**src/rtl/acc_pkg.sv**
```systemverilog
// Shared definitions for the accumulator control unit: opcodes, FSM states
// and the ALU operation selector with its opcode decoder.
package acc_pkg;

  localparam logic [3:0] OP_ADD   = 4'd0;
  localparam logic [3:0] OP_SUB   = 4'd1;
  localparam logic [3:0] OP_AND   = 4'd2;
  localparam logic [3:0] OP_OR    = 4'd3;
  localparam logic [3:0] OP_LOAD  = 4'd4;
  localparam logic [3:0] OP_STORE = 4'd5;
  localparam logic [3:0] OP_IN    = 4'd6;
  localparam logic [3:0] OP_OUT   = 4'd7;
  localparam logic [3:0] OP_MOV   = 4'd8;
  localparam logic [3:0] OP_CLR   = 4'd9;
  localparam logic [3:0] OP_XOR   = 4'd10;
  localparam logic [3:0] OP_SHL   = 4'd11;
  localparam logic [3:0] OP_SHR   = 4'd12;
  localparam logic [3:0] OP_ADC   = 4'd13;
  localparam logic [3:0] OP_SBB   = 4'd14;

  typedef enum logic {
    ST_IDLE = 1'b0,
    ST_MEM  = 1'b1
  } state_e;

  typedef enum logic [3:0] {
    ALU_ADD  = 4'd0,
    ALU_SUB  = 4'd1,
    ALU_AND  = 4'd2,
    ALU_OR   = 4'd3,
    ALU_XOR  = 4'd4,
    ALU_SHL  = 4'd5,
    ALU_SHR  = 4'd6,
    ALU_ADC  = 4'd7,
    ALU_SBB  = 4'd8,
    ALU_PASS = 4'd9
  } alu_sel_e;

  function automatic alu_sel_e alu_sel_of(input logic [3:0] op);
    alu_sel_e sel;
    case (op)
      OP_ADD:  sel = ALU_ADD;
      OP_SUB:  sel = ALU_SUB;
      OP_AND:  sel = ALU_AND;
      OP_OR:   sel = ALU_OR;
      OP_XOR:  sel = ALU_XOR;
      OP_SHL:  sel = ALU_SHL;
      OP_SHR:  sel = ALU_SHR;
      OP_ADC:  sel = ALU_ADC;
      OP_SBB:  sel = ALU_SBB;
      default: sel = ALU_PASS;
    endcase
    return sel;
  endfunction

endpackage

```
**src/rtl/acc_control_p_if.sv**
```systemverilog
// Instruction handshake and external memory bus of acc_control_p.
// master = instruction source / memory side, slave = the control unit.
interface acc_control_p_if #(
  parameter int DATA_W = 8,
  parameter int ADDR_W = 6
);
  logic              instr_valid;
  logic              instr_ready;
  logic [3:0]        instr;
  logic [ADDR_W-1:0] instr_addr;
  logic              mem_req;
  logic              mem_we;
  logic [ADDR_W-1:0] mem_addr;
  logic [DATA_W-1:0] mem_wdata;
  logic [DATA_W-1:0] mem_rdata;
  logic              mem_ack;

  modport master (
    output instr_valid, instr, instr_addr, mem_rdata, mem_ack,
    input  instr_ready, mem_req, mem_we, mem_addr, mem_wdata
  );

  modport slave (
    input  instr_valid, instr, instr_addr, mem_rdata, mem_ack,
    output instr_ready, mem_req, mem_we, mem_addr, mem_wdata
  );
endinterface

```
**src/rtl/acc_alu.sv**
```systemverilog
// Combinational ALU of the accumulator machine. carry_out is the carry for
// add-type ops, the borrow for subtract-type ops and the shifted-out MSB for SHL.
module acc_alu
  import acc_pkg::*;
#(
  parameter int DATA_W = 8
) (
  input  logic [DATA_W-1:0] op1,
  input  logic [DATA_W-1:0] op2,
  input  logic              carry_in,
  input  logic [3:0]        opcode,
  output logic [DATA_W-1:0] result,
  output logic              carry_out,
  output logic              zero
);

  logic [DATA_W:0] ext_s;
  logic [DATA_W:0] cin_ext_s;

  assign cin_ext_s = {{DATA_W{1'b0}}, carry_in};

  // Result and carry/borrow selection; arithmetic runs one bit wider to catch the carry.
  always_comb begin
    ext_s     = '0;
    result    = op1;
    carry_out = 1'b0;
    case (alu_sel_of(opcode))
      ALU_ADD: begin
        ext_s     = {1'b0, op1} + {1'b0, op2};
        result    = ext_s[DATA_W-1:0];
        carry_out = ext_s[DATA_W];
      end
      ALU_ADC: begin
        ext_s     = {1'b0, op1} + {1'b0, op2} + cin_ext_s;
        result    = ext_s[DATA_W-1:0];
        carry_out = ext_s[DATA_W];
      end
      ALU_SUB: begin
        ext_s     = {1'b0, op1} - {1'b0, op2};
        result    = ext_s[DATA_W-1:0];
        carry_out = ext_s[DATA_W];
      end
      ALU_SBB: begin
        ext_s     = {1'b0, op1} - {1'b0, op2} - cin_ext_s;
        result    = ext_s[DATA_W-1:0];
        carry_out = ext_s[DATA_W];
      end
      ALU_AND: result = op1 & op2;
      ALU_OR:  result = op1 | op2;
      ALU_XOR: result = op1 ^ op2;
      ALU_SHL: begin
        result    = {op1[DATA_W-2:0], 1'b0};
        carry_out = op1[DATA_W-1];
      end
      ALU_SHR:  result = {1'b0, op1[DATA_W-1:1]};
      ALU_PASS: result = op1;
      default:  result = op1;
    endcase
  end

  assign zero = (result == '0);

endmodule

```
**src/rtl/acc_control_p.sv**
```systemverilog
// Accumulator-machine control unit: instruction FSM, Y/Y1 registers and a
// req/ack memory port with timeout. Define ACC_CARRY_EN for the carry flag and ADC/SBB.
module acc_control_p
  import acc_pkg::*;
#(
  parameter int DATA_W      = 8,
  parameter int ADDR_W      = 6,
  parameter int MEM_TIMEOUT = 15
) (
  input  logic              clk,
  input  logic              rst_n,
  acc_control_p_if.slave    bus,
  input  logic [DATA_W-1:0] port_in,
  output logic [DATA_W-1:0] port_out,
  output logic              port_out_vld,
  output logic              zero,
`ifdef ACC_CARRY_EN
  output logic              carry,
`endif
  output logic              err
);

  localparam int CNT_W = $clog2(MEM_TIMEOUT + 1);
  localparam logic [CNT_W-1:0] CNT_MAX = CNT_W'(MEM_TIMEOUT);

  state_e            state_q, state_d;
  logic [DATA_W-1:0] y_q, y_d;
  logic [DATA_W-1:0] y1_q, y1_d;
  logic [DATA_W-1:0] port_out_q, port_out_d;
  logic              port_out_vld_q, port_out_vld_d;
  logic              zero_q, zero_d;
  logic              err_q, err_d;
  logic              mem_req_q, mem_req_d;
  logic              mem_we_q, mem_we_d;
  logic [ADDR_W-1:0] mem_addr_q, mem_addr_d;
  logic [DATA_W-1:0] mem_wdata_q, mem_wdata_d;
  logic [CNT_W-1:0]  cnt_q, cnt_d;
  logic [DATA_W-1:0] alu_res_s;
  logic              alu_zero_s;
  logic              alu_cin_s;

`ifdef ACC_CARRY_EN
  logic              carry_q, carry_d;
  logic              alu_carry_s;
  assign alu_cin_s = carry_q;
`else
  logic              alu_carry_unused_s;
  assign alu_cin_s = 1'b0;
`endif

  acc_alu #(.DATA_W(DATA_W)) u_alu (
    .op1       (y_q),
    .op2       (y1_q),
    .carry_in  (alu_cin_s),
    .opcode    (bus.instr),
`ifdef ACC_CARRY_EN
    .carry_out (alu_carry_s),
`else
    .carry_out (alu_carry_unused_s),
`endif
    .result    (alu_res_s),
    .zero      (alu_zero_s)
  );

  // Next-state logic: instruction decode in IDLE, ack/timeout tracking in MEM.
  always_comb begin
    state_d        = state_q;
    y_d            = y_q;
    y1_d           = y1_q;
    port_out_d     = port_out_q;
    port_out_vld_d = 1'b0;
    zero_d         = zero_q;
    err_d          = err_q;
    mem_req_d      = mem_req_q;
    mem_we_d       = mem_we_q;
    mem_addr_d     = mem_addr_q;
    mem_wdata_d    = mem_wdata_q;
    cnt_d          = cnt_q;
`ifdef ACC_CARRY_EN
    carry_d        = carry_q;
`endif
    case (state_q)
      ST_IDLE: begin
        if (bus.instr_valid) begin
          case (bus.instr)
            OP_ADD, OP_SUB, OP_SHL: begin
              y_d    = alu_res_s;
              zero_d = alu_zero_s;
`ifdef ACC_CARRY_EN
              carry_d = alu_carry_s;
`endif
            end
            OP_AND, OP_OR, OP_XOR, OP_SHR: begin
              y_d    = alu_res_s;
              zero_d = alu_zero_s;
            end
`ifdef ACC_CARRY_EN
            OP_ADC, OP_SBB: begin
              y_d    = alu_res_s;
              zero_d = alu_zero_s;
            end
`endif
            OP_LOAD, OP_STORE: begin
              state_d     = ST_MEM;
              mem_req_d   = 1'b1;
              mem_we_d    = (bus.instr == OP_STORE);
              mem_addr_d  = bus.instr_addr;
              mem_wdata_d = y_q;
              cnt_d       = CNT_W'(1);
            end
            OP_IN:  y_d = port_in;
            OP_OUT: begin
              port_out_d     = y_q;
              port_out_vld_d = 1'b1;
            end
            OP_MOV:  y1_d  = y_q;
            OP_CLR:  err_d = 1'b0;
            default: err_d = 1'b1;
          endcase
        end else begin
          cnt_d = cnt_q;
        end
      end
      ST_MEM: begin
        // An ack in the expiry cycle still completes the access.
        if (bus.mem_ack) begin
          mem_req_d = 1'b0;
          state_d   = ST_IDLE;
          if (!mem_we_q) begin
            y_d    = bus.mem_rdata;
            zero_d = (bus.mem_rdata == '0);
          end else begin
            y_d = y_q;
          end
        end else if (cnt_q == CNT_MAX) begin
          mem_req_d = 1'b0;
          err_d     = 1'b1;
          state_d   = ST_IDLE;
        end else begin
          cnt_d = cnt_q + CNT_W'(1);
        end
      end
      default: begin
        state_d   = ST_IDLE;
        mem_req_d = 1'b0;
      end
    endcase
  end

  // State and output registers.
  always_ff @(posedge clk or negedge rst_n) begin
    if (!rst_n) begin
      state_q        <= ST_IDLE;
      y_q            <= '0;
      y1_q           <= '0;
      port_out_q     <= '0;
      port_out_vld_q <= 1'b0;
      zero_q         <= 1'b0;
      err_q          <= 1'b0;
      mem_req_q      <= 1'b0;
      mem_we_q       <= 1'b0;
      mem_addr_q     <= '0;
      mem_wdata_q    <= '0;
      cnt_q          <= '0;
`ifdef ACC_CARRY_EN
      carry_q        <= 1'b0;
`endif
    end else begin
      state_q        <= state_d;
      y_q            <= y_d;
      y1_q           <= y1_d;
      port_out_q     <= port_out_d;
      port_out_vld_q <= port_out_vld_d;
      zero_q         <= zero_d;
      err_q          <= err_d;
      mem_req_q      <= mem_req_d;
      mem_we_q       <= mem_we_d;
      mem_addr_q     <= mem_addr_d;
      mem_wdata_q    <= mem_wdata_d;
      cnt_q          <= cnt_d;
`ifdef ACC_CARRY_EN
      carry_q        <= carry_d;
`endif
    end
  end

  assign bus.instr_ready = (state_q == ST_IDLE);
  assign bus.mem_req     = mem_req_q;
  assign bus.mem_we      = mem_we_q;
  assign bus.mem_addr    = mem_addr_q;
  assign bus.mem_wdata   = mem_wdata_q;
  assign port_out        = port_out_q;
  assign port_out_vld    = port_out_vld_q;
  assign zero            = zero_q;
  assign err             = err_q;
`ifdef ACC_CARRY_EN
  assign carry           = carry_q;
`endif

endmodule

```
**src/flat_wrapper.sv**
```systemverilog
// flat-port wrapper written by rule: the top's interface ports become plain ports
module acc_control_p_flat import acc_pkg::*;
#(
  parameter int DATA_W      = 8,
  parameter int ADDR_W      = 6,
  parameter int MEM_TIMEOUT = 15
)
  (clk, rst_n, port_in, port_out, port_out_vld, zero, err, bus_instr_valid, bus_instr, bus_instr_addr, bus_mem_rdata, bus_mem_ack, bus_instr_ready, bus_mem_req, bus_mem_we, bus_mem_addr, bus_mem_wdata);
  acc_control_p_if #(.DATA_W(DATA_W), .ADDR_W(ADDR_W)) bus_i ();
  input  logic clk;
  input  logic rst_n;
  input  logic [DATA_W-1:0] port_in;
  output logic [DATA_W-1:0] port_out;
  output logic port_out_vld;
  output logic zero;
  output logic err;
  input wire logic [$bits(bus_i.instr_valid)-1:0] bus_instr_valid;
  input wire logic [$bits(bus_i.instr)-1:0] bus_instr;
  input wire logic [$bits(bus_i.instr_addr)-1:0] bus_instr_addr;
  input wire logic [$bits(bus_i.mem_rdata)-1:0] bus_mem_rdata;
  input wire logic [$bits(bus_i.mem_ack)-1:0] bus_mem_ack;
  output wire logic [$bits(bus_i.instr_ready)-1:0] bus_instr_ready;
  output wire logic [$bits(bus_i.mem_req)-1:0] bus_mem_req;
  output wire logic [$bits(bus_i.mem_we)-1:0] bus_mem_we;
  output wire logic [$bits(bus_i.mem_addr)-1:0] bus_mem_addr;
  output wire logic [$bits(bus_i.mem_wdata)-1:0] bus_mem_wdata;
  assign bus_i.instr_valid = bus_instr_valid;
  assign bus_i.instr = bus_instr;
  assign bus_i.instr_addr = bus_instr_addr;
  assign bus_i.mem_rdata = bus_mem_rdata;
  assign bus_i.mem_ack = bus_mem_ack;
  assign bus_instr_ready = bus_i.instr_ready;
  assign bus_mem_req = bus_i.mem_req;
  assign bus_mem_we = bus_i.mem_we;
  assign bus_mem_addr = bus_i.mem_addr;
  assign bus_mem_wdata = bus_i.mem_wdata;
  acc_control_p #(.DATA_W(DATA_W), .ADDR_W(ADDR_W), .MEM_TIMEOUT(MEM_TIMEOUT)) u_core (.clk(clk), .rst_n(rst_n), .bus(bus_i), .port_in(port_in), .port_out(port_out), .port_out_vld(port_out_vld), .zero(zero), .err(err));
endmodule
```
**config.mk**
```make
export PLATFORM = sky130hd
export DESIGN_NAME = acc_control_p_flat
export DESIGN_NICKNAME = d
export VERILOG_FILES = /design/src/rtl/acc_pkg.sv /design/src/rtl/acc_control_p_if.sv /design/src/rtl/acc_alu.sv /design/src/rtl/acc_control_p.sv /design/src/flat_wrapper.sv
export SDC_FILE = /design/constraint.sdc
export NUM_CORES = 1
export LEC_CHECK = 0
export CORE_MARGIN = 5
export CORE_UTILIZATION = 45
export CTS_CLUSTER_SIZE = 16
export DETAILED_ROUTE_END_ITERATION = 10
export PLACE_DENSITY_LB_ADDON = 0.08
export SKIP_LAST_GASP = 1
export SLEW_MARGIN = 20
export SYNTH_ARGS = -nofsm -noshare
export SYNTH_HDL_FRONTEND = slang
export SYNTH_HIERARCHICAL = 1
export SYNTH_SLANG_ARGS = --single-unit
```
**constraint.sdc**
```tcl
create_clock -name clk -period 3.9 [get_ports clk]
set_clock_uncertainty 0.2 [all_clocks]
set_input_delay 0.39 -clock clk [delete_from_list [all_inputs] [get_ports clk]]
set_output_delay 0.39 -clock clk [all_outputs]
set_load 0.02 [all_outputs]
```
==> metrics <==
status finished clean; Crit Path Category register to register; Non-Filler Instances 672; Synth Cell Area about 4400 µm²; footprint of the multi-input gates 2930 µm²; RSZ-0062 raised after global routing no; initial antenna violation count 0; clock root buffer master clkbuf_8; via count between 3000 and 4000; Core Footprint 9640 µm²; Ant. Diodes 0; DRT Pass-1 Iters 5; FF+latch area between 1000 and 1500 µm²; Tightest Hold Check Type register to register; final hold vios 0; CTS tree yes; Max Clk Rate approximately 290 MHz; worst slew pin tran just over 0.7 ns; wire length per cell approximately 19 µm; CTS Sinks 48; total track usage 0.220; Syn Inst Count 474; die area about 12000 µm²; Post-DRT Antenna Nets 0; CTS buffer count 5; Pwr Density a little over 800 nW/µm²; Final Max Tran Viols 0; Placed Instances 664; Residual DRC 0; port bufs between 50 and 60; Worst-path clk slew roughly 0.080 ns; Layout fillers between 900 and 1000; htree depth 2; Setup TNS 0 ns; final instance area approximately 5300 µm²; initial drt markers 285; clk_lat worst skew approximately 0.3 ns; fin crit share 0.885; Post-DP Area 5160 µm²; Die X 109 µm; CTS max path bufs 2; VDD IR max around 0.4 mV; GR Overflow Total 0; vias in the first global route between 3000 and 4000; largest net degree at the start of global routing 49; row cnt 36; vias per cell 5.91; Slew headroom 0.520; Synth Area per Inst ~9 µm²; first-pass GRT wire length ~20000 µm; Final min period 3.45 ns; number of setup violations in the final report 0; WL final ~13000 µm; Die H 109 µm; final core utilization 0.547; synth warn 6; share of layout cells above drive strength 1 0.171; GPL Wtd Cong ~0.95; fin nets between 600 and 700; required time of the critical path roughly 3.9 ns; Worst EP arrival between 3 and 4 ns; dpl hpwl 9800 µm; crit start category register; Pleak approximately 0.0022 µW; # Post-CTS Setup Buffers 0; Area Growth Syn to Fin 20.1%; # IOs 58; max-cap check violation count 0; Max FO, Critical Path 10; CP Capture Type register; total power draw ~4400 µW; Starting Density 0.455
-- where the power goes --
group | leakage (µW) | internal (µW) | switching (µW) | total, µW
sequential | 0.000583 | 691 | 151 | 841
combinational | 0.00159 | 1440 | 1760 | 3200
clock | 0.0000503 | 158 | 164 | 322
total | 0.00222 | 2290 | 2070 | 4370
-- worst max-delay path: stages, from the launching register on --
cell and delay (ns):
dfrtp_1 0.47, inv_1 0.10, ha_1 0.47, o21a_1 0.27, a21oi_1 0.35, nor2_1 0.07
o21a_1 0.18, or4_1 0.50, nand3_1 0.17, o21ai_0 0.12, mux2i_1 0.15, nand3_1 0.09
nor3b_1 0.17
-- flip-flops by register name, summed over array words and instances (netlist names) --
name / count
u_core/port_out_vld: 1
u_core/cnt_q: 4
u_core/bus.mem_we: 1
u_core/state_q: 1
u_core/y1_q: 8
u_core/bus.mem_addr: 6
u_core/err: 1
u_core/port_out: 8
u_core/y_q: 8
u_core/bus.mem_wdata: 8
u_core/bus.mem_req: 1
u_core/zero: 1
-- placed cells by master (no fill, tap or decap), types with 6 or more instances in the layout --
cell,count
a211oi_1,14
inv_1,31
nor2b_1,6
a21oi_1,17
o22ai_1,9
mux2_2,34
clkdlybuf4s50_1,56
o211ai_1,6
xor2_1,7
dfrtp_1,48
ha_1,30
nor2_1,27
nor3_1,17
buf_4,25
nor3b_1,11
nand3_1,21
o21ai_0,10
clkbuf_8,7
mux2i_1,10
nand2_1,18
xnor2_1,11
-- metal layers --
metal,up-vias,wire length [µm],track usage
met5,-,0,0
met4,0,267,0.0667
met3,16,962,0.0450
met2,150,5810,0.357
met1,1915,5540,0.297
li1,1892,-,-
-- layout make-up --
class,count,area share
timing repair buffer,82,0.144
tap,133,0.0316
clock buffer,7,0.0183
sequential,48,0.228
inverter,32,0.0228
multi-input combinational,370,0.556
-- stage by stage --
| stage | worst slack [ns] | hold slack [ns] |
|---|---|---|
| after floorplan | 0.816 | -0.106 |
| after global placement | 0.432 | 0.282 |
| after detailed placement | 0.323 | 0.295 |
| after CTS | 0.446 | 0.117 |
| after global routing | 0.198 | 0.324 |
| final | 0.449 | 0.313 |
-- repair_timing --
item | 4_1_cts | 5_1_grt
hold endpoints to repair | 0 | 48
hold buffers | 0 | 1
setup endpoints to repair | 0 | 0
resized for setup | 0 | 0
-- final timing paths --
path,slack [ns],end,startpoint,depth (start not counted)
hold / removal,0.31,u_core/bus.mem_addr[0],u_core/bus.mem_addr[0],1
setup reg to reg,0.45,u_core/y_q[5],u_core/y_q[2],12
max in group asynchronous,2.65,u_core/bus.mem_req,rst_n,2
hold reg to reg,0.31,u_core/bus.mem_addr[0],u_core/bus.mem_addr[0],1
setup / recovery,0.45,u_core/y_q[5],u_core/y_q[2],12
min in group asynchronous,0.43,u_core/port_out[6],rst_n,2
Power figures use the tool's default switching activity.
